<file path="src/rtl/stack_sequencer.sv">
// stack_sequencer: pushes/pops PC and flag words on a downward-growing
// data-memory stack for CALL, RET, INT and RTI, one word per cycle.
// Define STACK_GUARD_EN to enable the stack-guard logic. Without it,
// stack_err is tied low and the stack pointer wraps modulo 2^ADDR_W.
module stack_sequencer #(
   parameter int                ADDR_W  = 20,
   parameter logic [ADDR_W-1:0] SP_INIT = {ADDR_W{1'b1}}
) (
   input  logic              clk,
   input  logic              rst_n,
   input  logic              start,
   input  logic [1:0]        op,
   input  logic [31:0]       pc_in,
   input  logic [2:0]        flags_in,
   input  logic [15:0]       mem_rdata,
   output logic [ADDR_W-1:0] mem_addr,
   output logic [15:0]       mem_wdata,
   output logic              mem_we,
   output logic              mem_re,
   output logic [31:0]       pc_out,
   output logic              pc_load,
   output logic [2:0]        flags_out,
   output logic              flags_load,
   output logic [ADDR_W-1:0] sp,
   output logic              busy,
   output logic              stall,
   output logic              done,
   output logic              stack_err
);

   typedef enum logic [2:0] {
      IDLE, PUSH_HI, PUSH_LO, PUSH_FLG, POP_FLG, POP_LO, POP_HI, FIN
   } state_t;

   localparam logic [1:0] OP_CALL = 2'b00;
   localparam logic [1:0] OP_RET  = 2'b01;
   localparam logic [1:0] OP_INT  = 2'b10;
   localparam logic [1:0] OP_RTI  = 2'b11;

   state_t            state_q, state_d;
   logic [ADDR_W-1:0] sp_q, sp_d, sp_inc, sp_dec;
   logic [1:0]        op_q;
   logic [31:0]       pc_q;
   logic [2:0]        flags_q;
   logic [15:0]       lo_q;
   logic [2:0]        flg_pop_q;
   logic [31:0]       pc_hold_q;
   logic [2:0]        flags_hold_q;
   logic              start_acc;
   logic              push_block, pop_block;

   assign sp_inc    = sp_q + {{(ADDR_W-1){1'b0}}, 1'b1};
   assign sp_dec    = sp_q - {{(ADDR_W-1){1'b0}}, 1'b1};
   // rst_n gates acceptance so stall reads 0 while reset is held
   assign start_acc = (state_q == IDLE) && start && rst_n;
   assign busy      = (state_q != IDLE);
   assign stall     = start_acc | busy;
   assign sp        = sp_q;

`ifdef STACK_GUARD_EN
   assign push_block = (sp_q == '0);
   assign pop_block  = (sp_q == SP_INIT);
   assign stack_err  = (((state_q == PUSH_HI) || (state_q == PUSH_LO) ||
                         (state_q == PUSH_FLG)) && push_block) ||
                       (((state_q == POP_FLG) || (state_q == POP_LO) ||
                         (state_q == POP_HI)) && pop_block);
`else
   assign push_block = 1'b0;
   assign pop_block  = 1'b0;
   assign stack_err  = 1'b0;
`endif

   // FIN forwards the word arriving this cycle; otherwise hold last load
   assign pc_out    = (state_q == FIN) ? {mem_rdata, lo_q} : pc_hold_q;
   assign flags_out = flags_load ? flg_pop_q : flags_hold_q;

   // Control registers: state, stack pointer and latched opcode
   always_ff @(posedge clk or negedge rst_n) begin
      if (!rst_n) begin
         state_q <= IDLE;
         sp_q    <= SP_INIT;
         op_q    <= OP_CALL;
      end else begin
         state_q <= state_d;
         sp_q    <= sp_d;
         if (start_acc) op_q <= op;
      end
   end

   // Data capture: request operands and popped words (no reset needed)
   always_ff @(posedge clk) begin
      if (start_acc) begin
         pc_q    <= pc_in;
         flags_q <= flags_in;
      end
      if (state_q == POP_LO) flg_pop_q <= mem_rdata[2:0];
      if (state_q == POP_HI) lo_q      <= mem_rdata;
   end

   // Output hold registers keep pc_out/flags_out stable between loads
   always_ff @(posedge clk or negedge rst_n) begin
      if (!rst_n) begin
         pc_hold_q    <= '0;
         flags_hold_q <= '0;
      end else begin
         if (pc_load)    pc_hold_q    <= pc_out;
         if (flags_load) flags_hold_q <= flags_out;
      end
   end

   // Next-state, memory strobes and completion pulses
   always_comb begin
      state_d    = state_q;
      sp_d       = sp_q;
      mem_addr   = '0;
      mem_wdata  = '0;
      mem_we     = 1'b0;
      mem_re     = 1'b0;
      done       = 1'b0;
      pc_load    = 1'b0;
      flags_load = 1'b0;
      case (state_q)
         IDLE: begin
            if (start_acc) begin
               case (op)
                  OP_CALL, OP_INT: state_d = PUSH_HI;
                  OP_RET:          state_d = POP_LO;
                  default:         state_d = POP_FLG;
               endcase
            end
         end
         PUSH_HI, PUSH_LO, PUSH_FLG: begin
            if (push_block) begin
               state_d = IDLE;
            end else begin
               mem_we   = 1'b1;
               mem_addr = sp_q;
               sp_d     = sp_dec;
               case (state_q)
                  PUSH_HI: begin
                     mem_wdata = pc_q[31:16];
                     state_d   = PUSH_LO;
                  end
                  PUSH_LO: begin
                     mem_wdata = pc_q[15:0];
                     if (op_q == OP_INT) begin
                        state_d = PUSH_FLG;
                     end else begin
                        state_d = IDLE;
                        done    = 1'b1;
                     end
                  end
                  default: begin
                     mem_wdata = {13'b0, flags_q};
                     state_d   = IDLE;
                     done      = 1'b1;
                  end
               endcase
            end
         end
         POP_FLG, POP_LO, POP_HI: begin
            if (pop_block) begin
               state_d = IDLE;
            end else begin
               mem_re   = 1'b1;
               mem_addr = sp_inc;
               sp_d     = sp_inc;
               case (state_q)
                  POP_FLG: state_d = POP_LO;
                  POP_LO:  state_d = POP_HI;
                  default: state_d = FIN;
               endcase
            end
         end
         FIN: begin
            pc_load    = 1'b1;
            flags_load = (op_q == OP_RTI);
            done       = 1'b1;
            state_d    = IDLE;
         end
         default: state_d = IDLE;
      endcase
   end

endmodule

</file>
<file path="config.mk">
export PLATFORM = sky130hd
export DESIGN_NAME = stack_sequencer
export DESIGN_NICKNAME = d
export VERILOG_FILES = /design/src/rtl/stack_sequencer.sv
export SDC_FILE = /design/constraint.sdc
export NUM_CORES = 1
export LEC_CHECK = 0
export CELL_PAD_IN_SITES_DETAIL_PLACEMENT = 0
export CELL_PAD_IN_SITES_GLOBAL_PLACEMENT = 1
export CORE_AREA = 8 8 165 151
export CTS_BUF_LIST = sky130_fd_sc_hd__clkbuf_4 sky130_fd_sc_hd__clkbuf_8 sky130_fd_sc_hd__clkbuf_16
export DETAILED_ROUTE_END_ITERATION = 6
export DIE_AREA = 0 0 173 159
export PLACE_DENSITY = 0.67
export SLEW_MARGIN = 20
export SYNTH_ARGS = -nofsm -noshare
export SYNTH_HDL_FRONTEND = slang
export SYNTH_SLANG_ARGS = --single-unit
</file>
<file path="constraint.sdc">
create_clock -name clk -period 3.9 [get_ports clk]
set_clock_uncertainty 0.1 [all_clocks]
set_input_delay 0.78 -clock clk [delete_from_list [all_inputs] [get_ports clk]]
set_output_delay 0.78 -clock clk [all_outputs]
set_load 0.01 [all_outputs]
</file>
==> results.yml, run 1 <==
cells_and_area:
  n_fill_cell: 2214
  antenna_cells: 0
  nNetsFinal: 655
  multi_input_area_sq_mm: 0.002110
  regArea_sq_mm: 0.003148
  drive_above_1_share: 0.2557
  area_delta_synth_final_pct: 45.33
critical_path:
  cpMaxStageDelayCell: "dfstp_2"
  crit_buf_inv: 2
  crit_path_max_fanout: 9
  cp-start-kind: "flip-flop"
  path_class: "reg -> out"
  crit_required_ns: 3.02
  crit_family: "simple AND/OR/NAND/NOR gates"
  path_cells: "nand3_1 > nor4_4 > buf_4 > nand4_1 > or3_1 > o21ai_0 > clkdlybuf4s50_1"
  crit_path_end_kind: "output pin"
  crit_arrival_ns: 2.85
  worst_path_largest_cell_delay_ns: 0.62
detailed_routing:
  num_vias: 4044
  wire_per_inst_um: 16.86
  antenna_left: 0
  dr.pass1.iters: 4
  vias_per_cell: 4.459
  drc: 0
  drt_iter0_markers: 287
  routed_wl_um: 15290
global_route:
  grt_pass1_wl_um: 24760
  grt_pass1_vias: 4312
  antenna_found_initial: 0
  top_usage_layer: "met2"
  met3_usage: 0.04173
  grt_util_met1: 0.1414
  grt.total_usage: 0.1121
  grt_start_max_net_pins: 66
  grt-ovfl-total: 0
  grt.met2_usage: 0.1763
run_status:
  outcome: "completed"
yosys:
  netlist_top_cells_area: "edfxtp_1 30%, dfrtp_1 18%, mux2_2 15%"
  synth_top_cell_area_share: 0.2982
  synthAdderAreaFrac: 0.004602
  synthSimpleGateAreaFrac: 0.09917
  async_flop_share: 0.5263
  synth_flop_cell: "edfxtp_1"
  ys_seq_elements: 114
  synthCells: 443
  ys_types: 52
  yosysMostFrequentCell: "mux2_2"
  seq_area_frac_synth: 0.5789
  synth_top_family_by_area: "multiplexers"
  synthesis.area_sq_mm: 0.005438
  synth_compound_area_frac: 0.09618
  yosys_warnings: 0
  syn_area_per_cell_sq_um: 12.27
  yosysTopAreaCell: "edfxtp_1"
  synth_xor_area_frac: 0.03221
  synth_edf_count: 54
  synth.area.mux_share: 0.1532
  syn-num-nets: 501
  synthTopCellsByCount: "74 x mux2_2, 54 x edfxtp_1, 40 x dfrtp_1"
clock_tree:
  postCtsHoldBufs: 0
  clk_pin_slew_worst_paths_ns: 0.06
  numCtsBuffers: 17
  h-tree-depth: 4
  cts_buffer_depth: 2
  cts_tree: "built"
  clk_latency_ns: 0.40
  clock-root-buffer: "clkbuf_16"
  cts_sinks: 114
sta:
  setup_viol: 0
  worst_pin_slew_ns: 0.8673
  hold-worst-slack_ns: 0.4011
  max_slew_margin: 0.4218
  slew_violations: 0
  setup_ws_ns: 0.1661
  finalHoldViolCount: 0
  min_period_ns: 3.734
  fmax_ghz: 0.2678
  fin_crit_sh: 0.9574
min_path:
  hp-class: "reg -> reg"
run:
  cap_violations: 0
floorplan:
  pin_count: 155
  dieWidth_um: 173
  coreArea_sq_mm: 0.02212
  die_y_um: 159
  fp.dieArea_sq_mm: 0.02751
  rows: 52
  start_util: 0.2458
power_and_ir_drop:
  irDropWorstVdd_mv: 0.3168
  totalPowerFinal_mw: 6.376
  leakage_nw: 2.902
  power_density_mw_per_mm2: 806.8
place:
  io_buffers: 153
  gp_congestion: 0.7712
  dp_worst_setup_slack_ns: 0.5236
  hpwl_um: 10910
==> registers in the layout, summed over array words and instances, names as in the netlist <==
name          count
op_q              2
flags_q           3
pc_q             32
state_q           3
flags_hold_q      3
flg_pop_q         3
lo_q             16
pc_hold_q        32
sp               20
==> layout make-up <==
class,instances,share of cell area
Inverter,6,0.002850
Sequential cell,114,0.3984
Multi-Input combinational cell,288,0.2669
Tap cell,297,0.04702
Clock inverter,15,0.02011
Clock buffer,17,0.05383
Timing Repair Buffer,170,0.2109
==> worst paths after layout <==
path | from | endpoint | slack (ns) | depth (start not counted)
worst max-delay path | sp[1]$_DFFE_PN1P_ | mem_addr[19] | 0.17 | 7
worst min-delay path | pc_hold_q[6]$_DFFE_PN0P_ | pc_hold_q[6]$_DFFE_PN0P_ | 0.40 | 1
worst max register to register | state_q[2]$_DFFE_PN0P_ | pc_q[18]$_DFFE_PP_ | 1.49 | 4
worst min register to register | pc_hold_q[6]$_DFFE_PN0P_ | pc_hold_q[6]$_DFFE_PN0P_ | 0.40 | 1
max in group asynchronous | rst_n | pc_hold_q[6]$_DFFE_PN0P_ | 2.62 | 2
min in group asynchronous | rst_n | pc_hold_q[1]$_DFFE_PN0P_ | 0.56 | 2
==> power by group <==
group	switching (mW)	total, mW	internal, mW	leakage (nW)
Sequential	0.347	2.07	1.72	1.18
Clock	0.585	1.53	0.945	0.280
Combinational	1.28	2.78	1.49	1.45
Total	2.21	6.38	4.16	2.90
==> metrics by stage <==
step	setup TNS, ns	utilization	cells	cell area, sq um
4_1_cts	0	0.3558	903	7871
6_report	0	0.3572	907	7903
3_3_place_gp	0	0.3294	871	7287
2_1_floorplan	0	-	443	5438
5_1_grt	-0.008272	0.3572	907	7903
3_5_place_dp	0	0.3294	871	7287
==> cells by family (layout without fill, tap and decap cells) <==
| group | count (synthesis) | in the layout |
|---|---|---|
| multiplexers | 74 | 74 |
| other | 1 | 1 |
| buffers and inverters | 41 | 208 |
| AO/OA/AOI/OAI | 85 | 85 |
| flip-flops | 114 | 114 |
| adder cells (fa/ha/maj) | 2 | 2 |
| AND/OR/NAND/NOR | 106 | 106 |
| XOR/XNOR | 20 | 20 |
==> cell usage in the layout (no fill, tap or decap), types with 17 or more instances in the layout <==
cell,instances
dfstp_2,20
dfrtp_1,40
clkbuf_16,17
nand2_1,32
clkdlybuf4s50_1,152
edfxtp_1,54
o21ai_0,38
mux2_2,74
nor2_1,26
==> layer usage <==
metal / part of all wire / up-vias
met1: 0.47 / 1990
met3: 0.057 / 10
met2: 0.46 / 116
li1: - / 1928
met4: 0.012 / 0
met5: 0 / -
==> what timing repair did <==
item	4_1_cts	5_1_grt
endpoints found under the setup margin	0	4
setup buffers	0	4
gates resized for setup	0	1
No activity file was read; power rests on OpenSTA's default activity.
==> run 2: changes to the inputs <==
SLEW_MARGIN = not set   (was 20)
==> results of run 2 <==
Same layout as run 1: the final DEF is identical, and so are final timing and power.
==> run 3: changes to the inputs <==
PLACE_DENSITY = 0.54   (was 0.67)
==> run 3 against run 2 <==
Net effect:
- combinational power fell by 2%
- hold slack worse by 0.0013 ns
- global-route usage up 0.35 points
- sequential cell count did not move
- die area unchanged
- critical endpoint unchanged
- largest cell class unchanged
- largest power group unchanged
==> results.yml, run 3 (synthesis gave the netlist of run 1 again) <==
floorplan:
  pin_count: 155
  fp.dieArea_sq_mm: 0.02751
  die_y_um: 159
  start_util: 0.2458
  rows: 52
  coreArea_sq_mm: 0.02212
  dieWidth_um: 173
cells_and_area:
  regArea_sq_mm: 0.003148
  antenna_cells: 0
  mostFrequentLayoutCells: "152 x clkdlybuf4s50_1, 74 x mux2_2, 54 x edfxtp_1"
  multi_input_area_sq_mm: 0.002105
  area_delta_synth_final_pct: 45.81
  drive_above_1_share: 0.2529
  nNetsFinal: 654
  final_common_cell: "clkdlybuf4s50_1"
  design_area_sq_mm: 0.007929
  n_fill_cell: 2234
clock_tree:
  h-tree-depth: 4
  clk_latency_ns: 0.41
  cts_sinks: 114
  numCtsBuffers: 17
  postCtsHoldBufs: 0
  cts_buffer_depth: 2
  cts_tree: "built"
  clock-root-buffer: "clkbuf_16"
  clk_pin_slew_worst_paths_ns: 0.05
critical_path:
  path_class: "reg -> out"
  reg2reg_depth: 7
  cp-start-kind: "flip-flop"
  crit_arrival_ns: 2.87
  r2r_end: "sp[19]$_DFFE_PN1P_"
  cpMaxStageDelayCell: "dfstp_2"
  cp_common_cell: "and4_2"
  crit_buf_inv: 1
  worst_path_largest_cell_delay_ns: 0.63
  crit_family: "simple AND/OR/NAND/NOR gates"
  crit_path_end_kind: "output pin"
  rrSetupSlack_ns: 1.61
  path_cells: "and4_2 > and4_2 > nand4_1 > or3_1 > o21ai_0 > clkdlybuf4s50_1"
  crit_required_ns: 3.02
  crit-reg2reg-launch: "state_q[2]$_DFFE_PN0P_"
  crit_path_max_fanout: 10
global_route:
  grt.total_usage: 0.1157
  antenna_found_initial: 0
  grt_pass1_wl_um: 25050
  grt_start_max_net_pins: 66
  grt_pass1_vias: 4366
  grt-ovfl-total: 0
detailed_routing:
  vias_per_cell: 4.465
  wire_per_inst_um: 17.25
  drc: 0
  num_vias: 4045
  drt_iter0_markers: 286
  dr.pass1.iters: 4
  antenna_left: 0
  routed_wl_um: 15630
power_and_ir_drop:
  irDropWorstVdd_mv: 0.2543
  leakage_nw: 2.927
  power_density_mw_per_mm2: 816.5
  totalPowerFinal_mw: 6.474
place:
  hpwl_um: 11290
  gp_congestion: 0.8292
  dp_worst_setup_slack_ns: 0.4725
  dpl_cell_area_sq_mm: 0.007282
  io_buffers: 153
min_path:
  holdPathStages: 1
  worstHoldEndpoint: "pc_hold_q[7]$_DFFE_PN0P_"
  hp-class: "reg -> reg"
  hp-start: "lo_q[7]$_DFFE_PP_"
run_status:
  outcome: "completed"
sta:
  fmax_ghz: 0.2666
  min_period_ns: 3.751
  hold-worst-slack_ns: 0.3998
  fin_crit_sh: 0.9618
  worst_pin_slew_ns: 0.8449
  setup_ws_ns: 0.1491
  rsz0062_at_grt: "no"
  setup_viol: 0
  max_slew_margin: 0.4367
  slew_violations: 0
  finalHoldViolCount: 0
  timing.setup.tns_ns: 0
run:
  cap_violations: 0
[run 3: changes by cell type in the layout (fill, tap and decap cells not counted), sizes merged]
| cell | previous run | this run |
|---|---|---|
| clkbuf | 17 | 19 |
| bufinv | 2 | 4 |
| buf | 18 | 17 |
| clkinv | 9 | 8 |
| clkinvlp | 3 | 0 |
[run 3: where the power goes]
group          total, mW  leakage (nW)  internal (mW)  switching (mW)
Sequential          2.09          1.18           1.72           0.363
Combinational       2.73          1.44           1.49            1.24
Clock               1.66         0.310           1.08           0.573
Total               6.47          2.93           4.30            2.17
[run 3: worst max-delay path by stage]
| stage | slack, ns | cells after the start | startpoint | end |
|---|---|---|---|---|
| finish | 0.15 | 6 | sp[12]$_DFFE_PN1P_ | mem_addr[19] |
| detailed placement | 0.47 | 6 | sp[2]$_DFFE_PN1P_ | mem_addr[19] |
| global placement | 0.48 | 6 | sp[2]$_DFFE_PN1P_ | mem_addr[19] |
| floorplan | 0.68 | 4 | state_q[1]$_DFFE_PN0P_ | op_q[1]$_DFFE_PN0P_ |
| CTS | 0.0005 | 6 | sp[2]$_DFFE_PN1P_ | mem_addr[19] |
| global route | 0.02 | 6 | sp[12]$_DFFE_PN1P_ | mem_addr[19] |
[run 3: worst reg2reg max path, stage by stage, from the launching register on]
cell and delay (ns):
dfrtp_1 0.34, buf_4 0.26, o21bai_1 0.19, clkinv_1 0.50
nand2_1 0.37, nor4_2 0.06, a41oi_1 0.24, xnor2_1 0.15
[run 3: final cells by class]
class	instances	area share
multi-input cells	288	0.2654
inverters	6	0.002840
clock buffers	19	0.05555
clock inverters	13	0.02304
well taps	297	0.04687
repair buffers	169	0.2092
flip-flops and latches	114	0.3970
[run 3: per-layer routing]
layer	vias to the layer above	wire, um	part of all wire	GRT usage
li1	1917	-	-	-
met1	1981	6948	0.44	0.1396
met2	132	7131	0.46	0.1778
met3	15	1346	0.086	0.05595
met4	0	206	0.013	0.03917
met5	-	0	0	0
[run 3: per-stage QoR]
step / std cells / util
2_1_floorplan: 443 / -
4_1_cts: 903 / 0.3574
3_5_place_dp: 871 / 0.3292
5_1_grt: 906 / 0.3584
6_report: 906 / 0.3584
3_3_place_gp: 871 / 0.3292
[run 3: timing repair]
action                     4_1_cts  5_1_grt
resized for setup                0        2
buffers inserted                 0        3
setup endpoints to repair        0        3
